File: src/rtl/detector_proximidade_pkg.sv
// -----------------------------------------------------------------------------
// detector_proximidade_pkg
// Shared definitions for the multi-channel proximity detector.
// Holds the per-channel FSM state encoding. The encoding is fixed and shared
// with the SGA control FSM:
//   LONGE = 0, CONFIRMA_PERTO = 1, PERTO = 2, CONFIRMA_LONGE = 3.
// -----------------------------------------------------------------------------
package detector_proximidade_pkg;

  typedef enum logic [1:0] {
    LONGE          = 2'd0,
    CONFIRMA_PERTO = 2'd1,
    PERTO          = 2'd2,
    CONFIRMA_LONGE = 2'd3
  } estado_t;

endpackage

File: src/rtl/canal_proximidade.sv
// -----------------------------------------------------------------------------
// canal_proximidade
// One proximity channel: hysteresis comparator, N-sample confirmation FSM and
// last-sample register. State is updated only when valida_i is high.
// Ports:
//   clock      in  1        system clock, rising edge
//   reset      in  1        asynchronous, active-high
//   limiar_i   in  LARGURA  near threshold
//   medida_i   in  LARGURA  distance sample for this channel
//   valida_i   in  1        medida_i carries a new sample this cycle
//   proximo_o  out 1        filtered near flag (decoded from the state register)
//   ultima_o   out LARGURA  last accepted sample
// -----------------------------------------------------------------------------
module canal_proximidade
  import detector_proximidade_pkg::*;
#(
  parameter int LARGURA    = 12,
  parameter int N_CONFIRMA = 3,
  parameter int HISTERESE  = 2
) (
  input  logic               clock,
  input  logic               reset,
  input  logic [LARGURA-1:0] limiar_i,
  input  logic [LARGURA-1:0] medida_i,
  input  logic               valida_i,
  output logic               proximo_o,
  output logic [LARGURA-1:0] ultima_o
);

  localparam int CW = $clog2(N_CONFIRMA + 1);
  localparam logic [CW-1:0]    ULTIMO   = CW'(N_CONFIRMA - 1);
  localparam logic [LARGURA:0] HIST_EXT = (LARGURA + 1)'(HISTERESE);

  estado_t             estado_q, estado_d;
  logic [CW-1:0]       cont_q, cont_d;
  logic [LARGURA-1:0]  ultima_q;
  logic                perto, longe;

  // The far threshold is formed one bit wider so a threshold near the top
  // code cannot wrap; in that case no sample ever qualifies as far.
  assign perto = medida_i < limiar_i;
  assign longe = {1'b0, medida_i} >= ({1'b0, limiar_i} + HIST_EXT);

  // Next-state logic: cont counts consecutive qualifying samples in the
  // CONFIRMA_* states; any non-qualifying sample drops back and clears it.
  always_comb begin
    estado_d = estado_q;
    cont_d   = cont_q;
    if (valida_i) begin
      case (estado_q)
        LONGE: begin
          if (perto) begin
            if (N_CONFIRMA == 1) begin
              estado_d = PERTO;
              cont_d   = '0;
            end else begin
              estado_d = CONFIRMA_PERTO;
              cont_d   = CW'(1);
            end
          end
        end
        CONFIRMA_PERTO: begin
          if (perto && cont_q == ULTIMO) begin
            estado_d = PERTO;
            cont_d   = '0;
          end else if (perto) begin
            cont_d   = cont_q + CW'(1);
          end else begin
            estado_d = LONGE;
            cont_d   = '0;
          end
        end
        PERTO: begin
          if (longe) begin
            if (N_CONFIRMA == 1) begin
              estado_d = LONGE;
              cont_d   = '0;
            end else begin
              estado_d = CONFIRMA_LONGE;
              cont_d   = CW'(1);
            end
          end
        end
        CONFIRMA_LONGE: begin
          if (longe && cont_q == ULTIMO) begin
            estado_d = LONGE;
            cont_d   = '0;
          end else if (longe) begin
            cont_d   = cont_q + CW'(1);
          end else begin
            estado_d = PERTO;
            cont_d   = '0;
          end
        end
        default: begin
          estado_d = LONGE;
          cont_d   = '0;
        end
      endcase
    end
  end

  // State, counter and last-sample registers.
  always_ff @(posedge clock or posedge reset) begin
    if (reset) begin
      estado_q <= LONGE;
      cont_q   <= '0;
      ultima_q <= '0;
    end else begin
      estado_q <= estado_d;
      cont_q   <= cont_d;
      if (valida_i) begin
        ultima_q <= medida_i;
      end
    end
  end

  assign proximo_o = (estado_q == PERTO) || (estado_q == CONFIRMA_LONGE);
  assign ultima_o  = ultima_q;

endmodule

File: src/rtl/detector_proximidade_n.sv
// -----------------------------------------------------------------------------
// detector_proximidade_n
// Multi-channel ultrasonic proximity detector with hysteresis and N-sample
// confirmation. Reports per-channel near flags, the nearest near channel and a
// one-cycle change event.
// Ports:
//   clock               in  1                 system clock, rising edge
//   reset               in  1                 asynchronous, active-high
//   limiar              in  LARGURA           near threshold
//   medidas             in  N_CANAIS*LARGURA  channel i at [i*LARGURA +: LARGURA]
//   medida_valida       in  N_CANAIS          per-channel new-sample strobe
//   proximo             out N_CANAIS          filtered near flag per channel
//   algum_proximo       out 1                 some channel near (registered)
//   canal_mais_proximo  out CW_CANAL          nearest near channel (registered)
//   evento              out 1                 pulse when proximo changed
// -----------------------------------------------------------------------------
module detector_proximidade_n
  import detector_proximidade_pkg::*;
#(
  parameter int N_CANAIS   = 2,
  parameter int LARGURA    = 12,
  parameter int N_CONFIRMA = 3,
  parameter int HISTERESE  = 2,
  localparam int CW_CANAL  = (N_CANAIS > 1) ? $clog2(N_CANAIS) : 1
) (
  input  logic                        clock,
  input  logic                        reset,
  input  logic [LARGURA-1:0]          limiar,
  input  logic [N_CANAIS*LARGURA-1:0] medidas,
  input  logic [N_CANAIS-1:0]         medida_valida,
  output logic [N_CANAIS-1:0]         proximo,
  output logic                        algum_proximo,
  output logic [CW_CANAL-1:0]         canal_mais_proximo,
  output logic                        evento
);

  logic [LARGURA-1:0]  ultima [N_CANAIS];
  logic [N_CANAIS-1:0] prox_ant_q;
  logic                evento_q, algum_q, algum_d;
  logic [CW_CANAL-1:0] canal_q, canal_d;
  logic [LARGURA-1:0]  melhor_val;

  for (genvar i = 0; i < N_CANAIS; i++) begin : g_canal
    canal_proximidade #(
      .LARGURA   (LARGURA),
      .N_CONFIRMA(N_CONFIRMA),
      .HISTERESE (HISTERESE)
    ) u_canal (
      .clock    (clock),
      .reset    (reset),
      .limiar_i (limiar),
      .medida_i (medidas[i*LARGURA +: LARGURA]),
      .valida_i (medida_valida[i]),
      .proximo_o(proximo[i]),
      .ultima_o (ultima[i])
    );
  end

  // Argmin over near channels. Strict less-than keeps the lowest index on
  // ties; with no near channel the index stays 0.
  always_comb begin
    algum_d    = 1'b0;
    canal_d    = '0;
    melhor_val = '1;
    for (int i = 0; i < N_CANAIS; i++) begin
      if (proximo[i] && (!algum_d || ultima[i] < melhor_val)) begin
        algum_d    = 1'b1;
        canal_d    = CW_CANAL'(i);
        melhor_val = ultima[i];
      end
    end
  end

  // Registered summary outputs and the change detector; both lag proximo by
  // one cycle, and any set of simultaneous bit flips gives a single pulse.
  always_ff @(posedge clock or posedge reset) begin
    if (reset) begin
      algum_q    <= 1'b0;
      canal_q    <= '0;
      prox_ant_q <= '0;
      evento_q   <= 1'b0;
    end else begin
      algum_q    <= algum_d;
      canal_q    <= canal_d;
      prox_ant_q <= proximo;
      evento_q   <= (proximo != prox_ant_q);
    end
  end

  assign algum_proximo      = algum_q;
  assign canal_mais_proximo = canal_q;
  assign evento             = evento_q;

endmodule

File: config.mk
export PLATFORM = sky130hd
export DESIGN_NAME = detector_proximidade_n
export DESIGN_NICKNAME = d
export VERILOG_FILES = /design/src/rtl/detector_proximidade_pkg.sv /design/src/rtl/canal_proximidade.sv /design/src/rtl/detector_proximidade_n.sv
export SDC_FILE = /design/constraint.sdc
export NUM_CORES = 1
export LEC_CHECK = 0
export CORE_MARGIN = 3
export CORE_UTILIZATION = 55
export CTS_CLUSTER_SIZE = 12
export DETAILED_ROUTE_END_ITERATION = 10
export PLACE_DENSITY = 0.8
export REMOVE_ABC_BUFFERS = 1
export SETUP_SLACK_MARGIN = 0.4
export SYNTH_ARGS = -nofsm -noshare
export SYNTH_HDL_FRONTEND = slang
export SYNTH_SLANG_ARGS = --single-unit
export TNS_END_PERCENT = 1
File: constraint.sdc
create_clock -name clock -period 2.45 [get_ports clock]
set_input_delay 0.3675 -clock clock [delete_from_list [all_inputs] [get_ports clock]]
set_output_delay 0.3675 -clock clock [all_outputs]
set_load 0.02 [all_outputs]
* Word-level counts from Yosys, hierarchy flattened
Index checks and enable logic that the tools add are counted.
Storage, ports and cells: flip-flop bits (word level) 37, input port bits 40
Cells by class: multiplexer cells 30, add/subtract/negate cells 3, reductions and logical operators 15, $lt $le $gt $ge 5, equality and inequality tests 17
Operator list (count):
- two-way mux 2 bit | 22
- less-than comparator 12 bit | 3
- one-hot mux 2 bit (4 select lines) | 4
- greater-or-equal comparator 12 x 13 -> 1 bit | 2
- adder 12 x 2 -> 13 bit, second input constant | 1
- == test 2 bit, second input constant | 6
- two-way mux 12 bit | 1
- inequality test 3 bit, second input constant | 4
- AND reduction 5 bit | 2
- inequality test 2 x 1 -> 1 bit, second input constant | 4
- AND reduction 3 bit | 2
- logical AND 1 bit | 5
- adder 2 x 1 -> 2 bit, second input constant | 2
- == test 2 x 1 -> 1 bit, second input constant | 2
- zero test 2 bit | 2
- logical OR 1 bit | 3
- two-way mux 1 bit | 3
- inequality test 2 bit | 1
- zero test 1 bit | 1

* Depth between registers and ports, before layout
depth in word-level cells 7, mapped depth 12, gate-level depth less buffers 11

* Modules after synthesis
From an unflattened synthesis, not the netlist that was laid out.
Unflattened totals: cell total of the unflattened synthesis 340, area, all modules 3289.4 µm²
By module, submodules not included:
- canal_proximidade (g_canal[0].u_canal) | cells each 147, times used 1, sequential area each 400.4 µm², area an instance 1410.1 µm²
- canal_proximidade (g_canal[1].u_canal) | cells each 140, times used 1, sequential area each 400.4 µm², area an instance 1367.6 µm²
- detector_proximidade_n | cells each 53, times used 1, sequential area each 125.1 µm², area an instance 511.7 µm²

* Least setup slack after synthesis
Ideal clock, no wire load.
path type input to register, start input port limiar[1], end register g_canal[0].u_canal.estado_q[0], setup slack 169 ps, required time 2330 ps, stages on the path 10, buffers on the path 0, arrival time 2161 ps, setup time 120 ps, cells stage by stage and2_2 nand2_1 xnor2_1 ha_1 a2111o_1 a21oi_1 a2111oi_4 o21ai_2 o221ai_2 a31o_1
On the way: word-level cells in the longest chain between the ends 5
Ends and longest elaborated chain:
- start, declared | RTL line detector_proximidade_n.sv:28 | input logic [LARGURA-1:0] limiar,
- adder 12 x 2 -> 13 bit | RTL line canal_proximidade.sv:42 | assign longe = {1'b0, medida_i} >= ({1'b0, limiar_i} + HIST_EXT);
- greater-or-equal comparator 12 x 13 -> 1 bit | RTL line canal_proximidade.sv:42
- logical AND 1 bit | RTL line canal_proximidade.sv:85 | if (longe && cont_q == ULTIMO) begin
- inequality test 3 bit (no source line) or two-way mux 2 bit (tied branches)
- AND reduction 5 bit (no source line) or one-hot mux 2 bit (4 select lines) (tied branches)
- end signal, assigned | RTL line canal_proximidade.sv:110 | estado_q <= estado_d;
- end, declared | RTL line canal_proximidade.sv:34 | estado_t estado_q, estado_d;
Parallel ways exist; a longest one is shown, timed or not. A chain may end at the register's enable or synchronous reset.

* Worst setup path after layout
start input port limiar[6], end register g_canal[1].u_canal.cont_q[1]
On the way: word-level cells in the longest chain between the ends 5
Ends and longest elaborated chain:
- adder 12 x 2 -> 13 bit | RTL line canal_proximidade.sv:42
- greater-or-equal comparator 12 x 13 -> 1 bit | RTL line canal_proximidade.sv:42
- two-way mux 2 bit or logical AND 1 bit (tied branches) | RTL line canal_proximidade.sv:88, canal_proximidade.sv:85
- two-way mux 2 bit | RTL line canal_proximidade.sv:85
- one-hot mux 2 bit (4 select lines) | RTL line canal_proximidade.sv:50 | case (estado_q)
- end signal, assigned | RTL line canal_proximidade.sv:111 | cont_q <= cont_d;
- end, declared | RTL line canal_proximidade.sv:35 | logic [CW-1:0] cont_q, cont_d;
Parallel ways exist; a longest one is shown, timed or not.

==> qor.log <==
[setup_path] type of destination of the critical path flop
[yosys] top cell type by total area after synthesis dfrtp_1
[sta] Period Utilization, post-route 0.914
[yosys] Most used DFF post-synth dfrtp_1
[die] die area 6640 um2
[power_and_ir_drop] share of total power in sequential cells 0.364
[yosys] Syn Area/Cell 9.74 um2
[power_and_ir_drop] power density over the cells 500 nW/um2
[sta] Final Hold Viols 0
[sta] time the final worst path needs with I/O delays and setup 2240 ps
[setup_path] signal arrival time at the worst endpoint 2400 ps
[sta] final setup slack of the worst path 210 ps
[power_and_ir_drop] clock power share 0.211
[placed_design] weighted congestion at the end of routability-driven global placement 0.874
[power_and_ir_drop] VDD IR max 448 uV
[sta] setup TNS 0 ps
[power_and_ir_drop] Internal Dissipation 0.00146 W
[power_and_ir_drop] overall power of the completed layout 0.00224 W
[setup_path] count of cells along the worst register-to-register path 9
[setup_path] startpoint of the lowest-slack register-to-register path g_canal[0].u_canal.estado_q[1]
[cts] CTS buffer count 5
[yosys] number of warning messages in the yosys log 0
[sta] Tightest Pin Transition 544 ps
[cts] latest clock arrival within the worst-skew pair 300 ps
[run] maximum capacitance violations 0
[yosys] cell types with the highest counts after synthesis ha_1, dfrtp_1, inv_1, mux2_2, nor2_1
[setup_path] critical path launch point limiar[6]
[placed_design] placement-stage worst setup slack -561 ps
[yosys] proportion of netlist area held by the largest area contributor 0.295
[setup_path] critical path start-end classification in2reg
[detailed_routing] violation count after the first detailed-route iteration 196
[yosys] cell area after synthesis 3140 um2
[cts] clock-pin slew of the registers on the worst-case setup and hold paths 70 ps
[detailed_routing] Detail Route Antenna Nets 0
[detailed_routing] number of vias per cell after detailed routing 5.95
[cts] deepest clock path buffer count 2
[cts] Clock H-tree levels 2
[setup_path] kind of launch point of the worst setup path input pin
[finish] number of inserted filler cells in the final layout 314
[finish] number of diodes 0
[die] Placement Rows 26
[setup_path] reg-to-reg setup timing slack 380 ps
[placed_design] count of buffers inserted at the top-level ports 44
[cts] cell at the root of the clock tree clkbuf_8
[die] Die W 81.5 um
[setup_path] critical path fanouts, max 5
[yosys] sequential-to-total area share from yosys stat 0.295
[yosys] count of different cell masters after synthesis 59
[yosys] number of synthesized register bits 37
[yosys] most used standard cell by instance count after synthesis ha_1
[run_status] outcome finished, final reports clean
[finish] Sequential cell area 926 um2
[detailed_routing] Routed WL 9350 um
[setup_path] reg-to-reg critical path endpoint canal_mais_proximo
[grt] via count of the first global-routing pass 3,035
[grt] wire length of the first global-routing pass 14,000 um
[grt] Total GRT Usage 0.284
[cts] # hold bufs at CTS 0
[yosys] number of enable flip-flop cells after synthesis 0
[detailed_routing] number of optimization iterations in the first detailed-route pass 4
[power_and_ir_drop] switching power as a share of total power 0.346
[die] ports placed on the boundary 45
[yosys] largest cells by area after synthesis dfrtp_1, ha_1, mux2_2, inv_1, nor2_1
[power_and_ir_drop] power share of the combinational group 0.425
[sta] final-report setup violation count 0
[cts] CTS tree done
[min_path] Hold Path Cell Cnt 3
[power_and_ir_drop] Switch Pwr 0.000773 W
[detailed_routing] total via count after detailed routing 2,959
[finish] multi-input combinational cell area 2320 um2
[sta] maximum frequency from static timing analysis 0.446 GHz
[min_path] hold_sp medidas[12]
[yosys] synthesized instance count 322
[grt] initial antenna violation count 0
[cts] Num Clock Sinks 37
[setup_path] required time of the critical path 2610 ps
[finish] layout cells sized above 1 0.375
[yosys] fraction of registers with async set or reset after synthesis 1.00
[detailed_routing] number of design rule violations left after detail routing 0
[finish] area growth from synthesis to layout 42.6%
[sta] tightest slew margin relative to the limit 0.636
[die] effective utilization at floorplan 0.591
[die] Core Area 5300 um2
[placed_design] sum of net half-perimeters after detailed placement 6650 um
[min_path] Worst Hold Endpoint g_canal[1].u_canal.ultima_o[0]
[sta] Clock Skew 3.47 ps
[detailed_routing] detailed-route wire length per cell 18.8 um
[sta] max-slew violation total from the final report 0
[grt] pin count of the biggest net entering global routing 38
[die] die height 81.5 um
[finish] number of nets in the layout 522
[sta] RSZ-0062 raised after global routing yes
[grt] residual overflow from global routing 0
[min_path] class of the most critical hold timing path in2reg
[power_and_ir_drop] cell leakage power 2.11 nW
## what timing repair did
action                     in CTS  in global routing
gates resized for setup       114                 21
pin swaps                      36                 16
hold endpoints to repair        0                  0
setup endpoints to repair       8                  9
setup buffers                   9                  1
cloned                          0                  0
## metrics by stage
step | instance area (um2) | std cells | hold slack [ps] | util
6_report | 4470 | 497 | 427 | 0.843
2_1_floorplan | 3070 | 310 | 449 | -
5_1_grt | 4470 | 497 | 431 | 0.843
3_5_place_dp | 4020 | 479 | 467 | 0.757
4_1_cts | 4360 | 496 | 417 | 0.823
3_3_place_gp | 4020 | 479 | 452 | 0.757
## cells in the final DEF, fill, tap and decap left out, types with 3 or more instances in the layout
| cell type | count |
|---|---|
| nand4_1 | 7 |
| nor2b_1 | 6 |
| o21ai_0 | 11 |
| nand2_1 | 13 |
| inv_2 | 5 |
| clkdlybuf4s50_1 | 13 |
| mux2_2 | 24 |
| nand2b_1 | 6 |
| buf_4 | 61 |
| ha_4 | 4 |
| nor2_1 | 21 |
| clkbuf_8 | 7 |
| inv_1 | 19 |
| xnor2_1 | 4 |
| o21a_1 | 5 |
| a21oi_2 | 6 |
| o21ai_2 | 3 |
| ha_1 | 50 |
| xnor2_2 | 5 |
| nor4_1 | 3 |
| nand3_1 | 7 |
| nor3_1 | 8 |
| dlygate4sd2_1 | 17 |
| buf_6 | 11 |
| dfrtp_1 | 37 |
| a21oi_1 | 9 |
## how the worst max path moves through the flow
stage / to / slack, ps / depth (start not counted)
after floorplan: g_canal[0].u_canal.estado_q[0] / 170 / 10
after global placement: g_canal[0].u_canal.estado_q[0] / -510 / 11
after detailed placement: g_canal[1].u_canal.cont_q[1] / -560 / 11
after CTS: g_canal[1].u_canal.estado_q[0] / 270 / 10
after global routing: g_canal[1].u_canal.cont_q[1] / 150 / 9
final: g_canal[1].u_canal.cont_q[1] / 210 / 10
## layer usage
layer | wire [um] | vias to the layer above | GRT usage | part of all wire
li1 | - | 1384 | - | -
met1 | 3580 | 1423 | 0.322 | 0.38
met2 | 4770 | 113 | 0.511 | 0.51
met3 | 517 | 39 | 0.0559 | 0.055
met4 | 482 | 0 | 0.130 | 0.052
met5 | 0 | - | 0 | 0
## critical path, stage by stage
cell	delay (ps)
buf_6	90
inv_2	70
nor4_4	310
xnor2_2	130
ha_1	340
and2_1	150
a31oi_1	310
a2111oi_4	140
o21ai_0	320
o221ai_2	170
## cell type report
class,instances,share of cell area
tap,70,0.0196
clock buffer,7,0.0216
multi-input combinational,249,0.520
sequential,37,0.207
inverter,24,0.0202
timing repair buffer,109,0.211
clock inverter,1,0.00112
## flip-flops by register name, indices dropped and copies added, names as in the netlist
register                  count
g_canal.u_canal.estado_q      4
algum_proximo                 1
prox_ant_q                    2
g_canal.u_canal.cont_q        4
canal_mais_proximo            1
evento                        1
g_canal.u_canal.ultima_o     24
## power groups by stage
stage | Sequential (W) | Clock [W] | Combinational [W]
6_report | 0.000813 | 0.000473 | 0.000949
5_1_grt | 0.000827 | 0.000511 | 0.00104
2_1_floorplan | 0.000827 | 0 | 0.000457
4_1_cts | 0.000808 | 0.000484 | 0.000892
3_5_place_dp | 0.000818 | 0 | 0.000821
3_3_place_gp | 0.000815 | 0 | 0.000787
## cell families (layout without fill, tap and decap cells)
group,count (synthesis),count (layout),synth area share
AO/OA/AOI/OAI,70,70,0.166
XOR/XNOR,10,10,0.0323
adder cells (fa/ha/maj),57,57,0.227
buffers and inverters,36,141,0.0483
flip-flops,37,37,0.295
multiplexers,25,25,0.0894
AND/OR/NAND/NOR,87,87,0.142
Power figures use the tool's default switching activity.
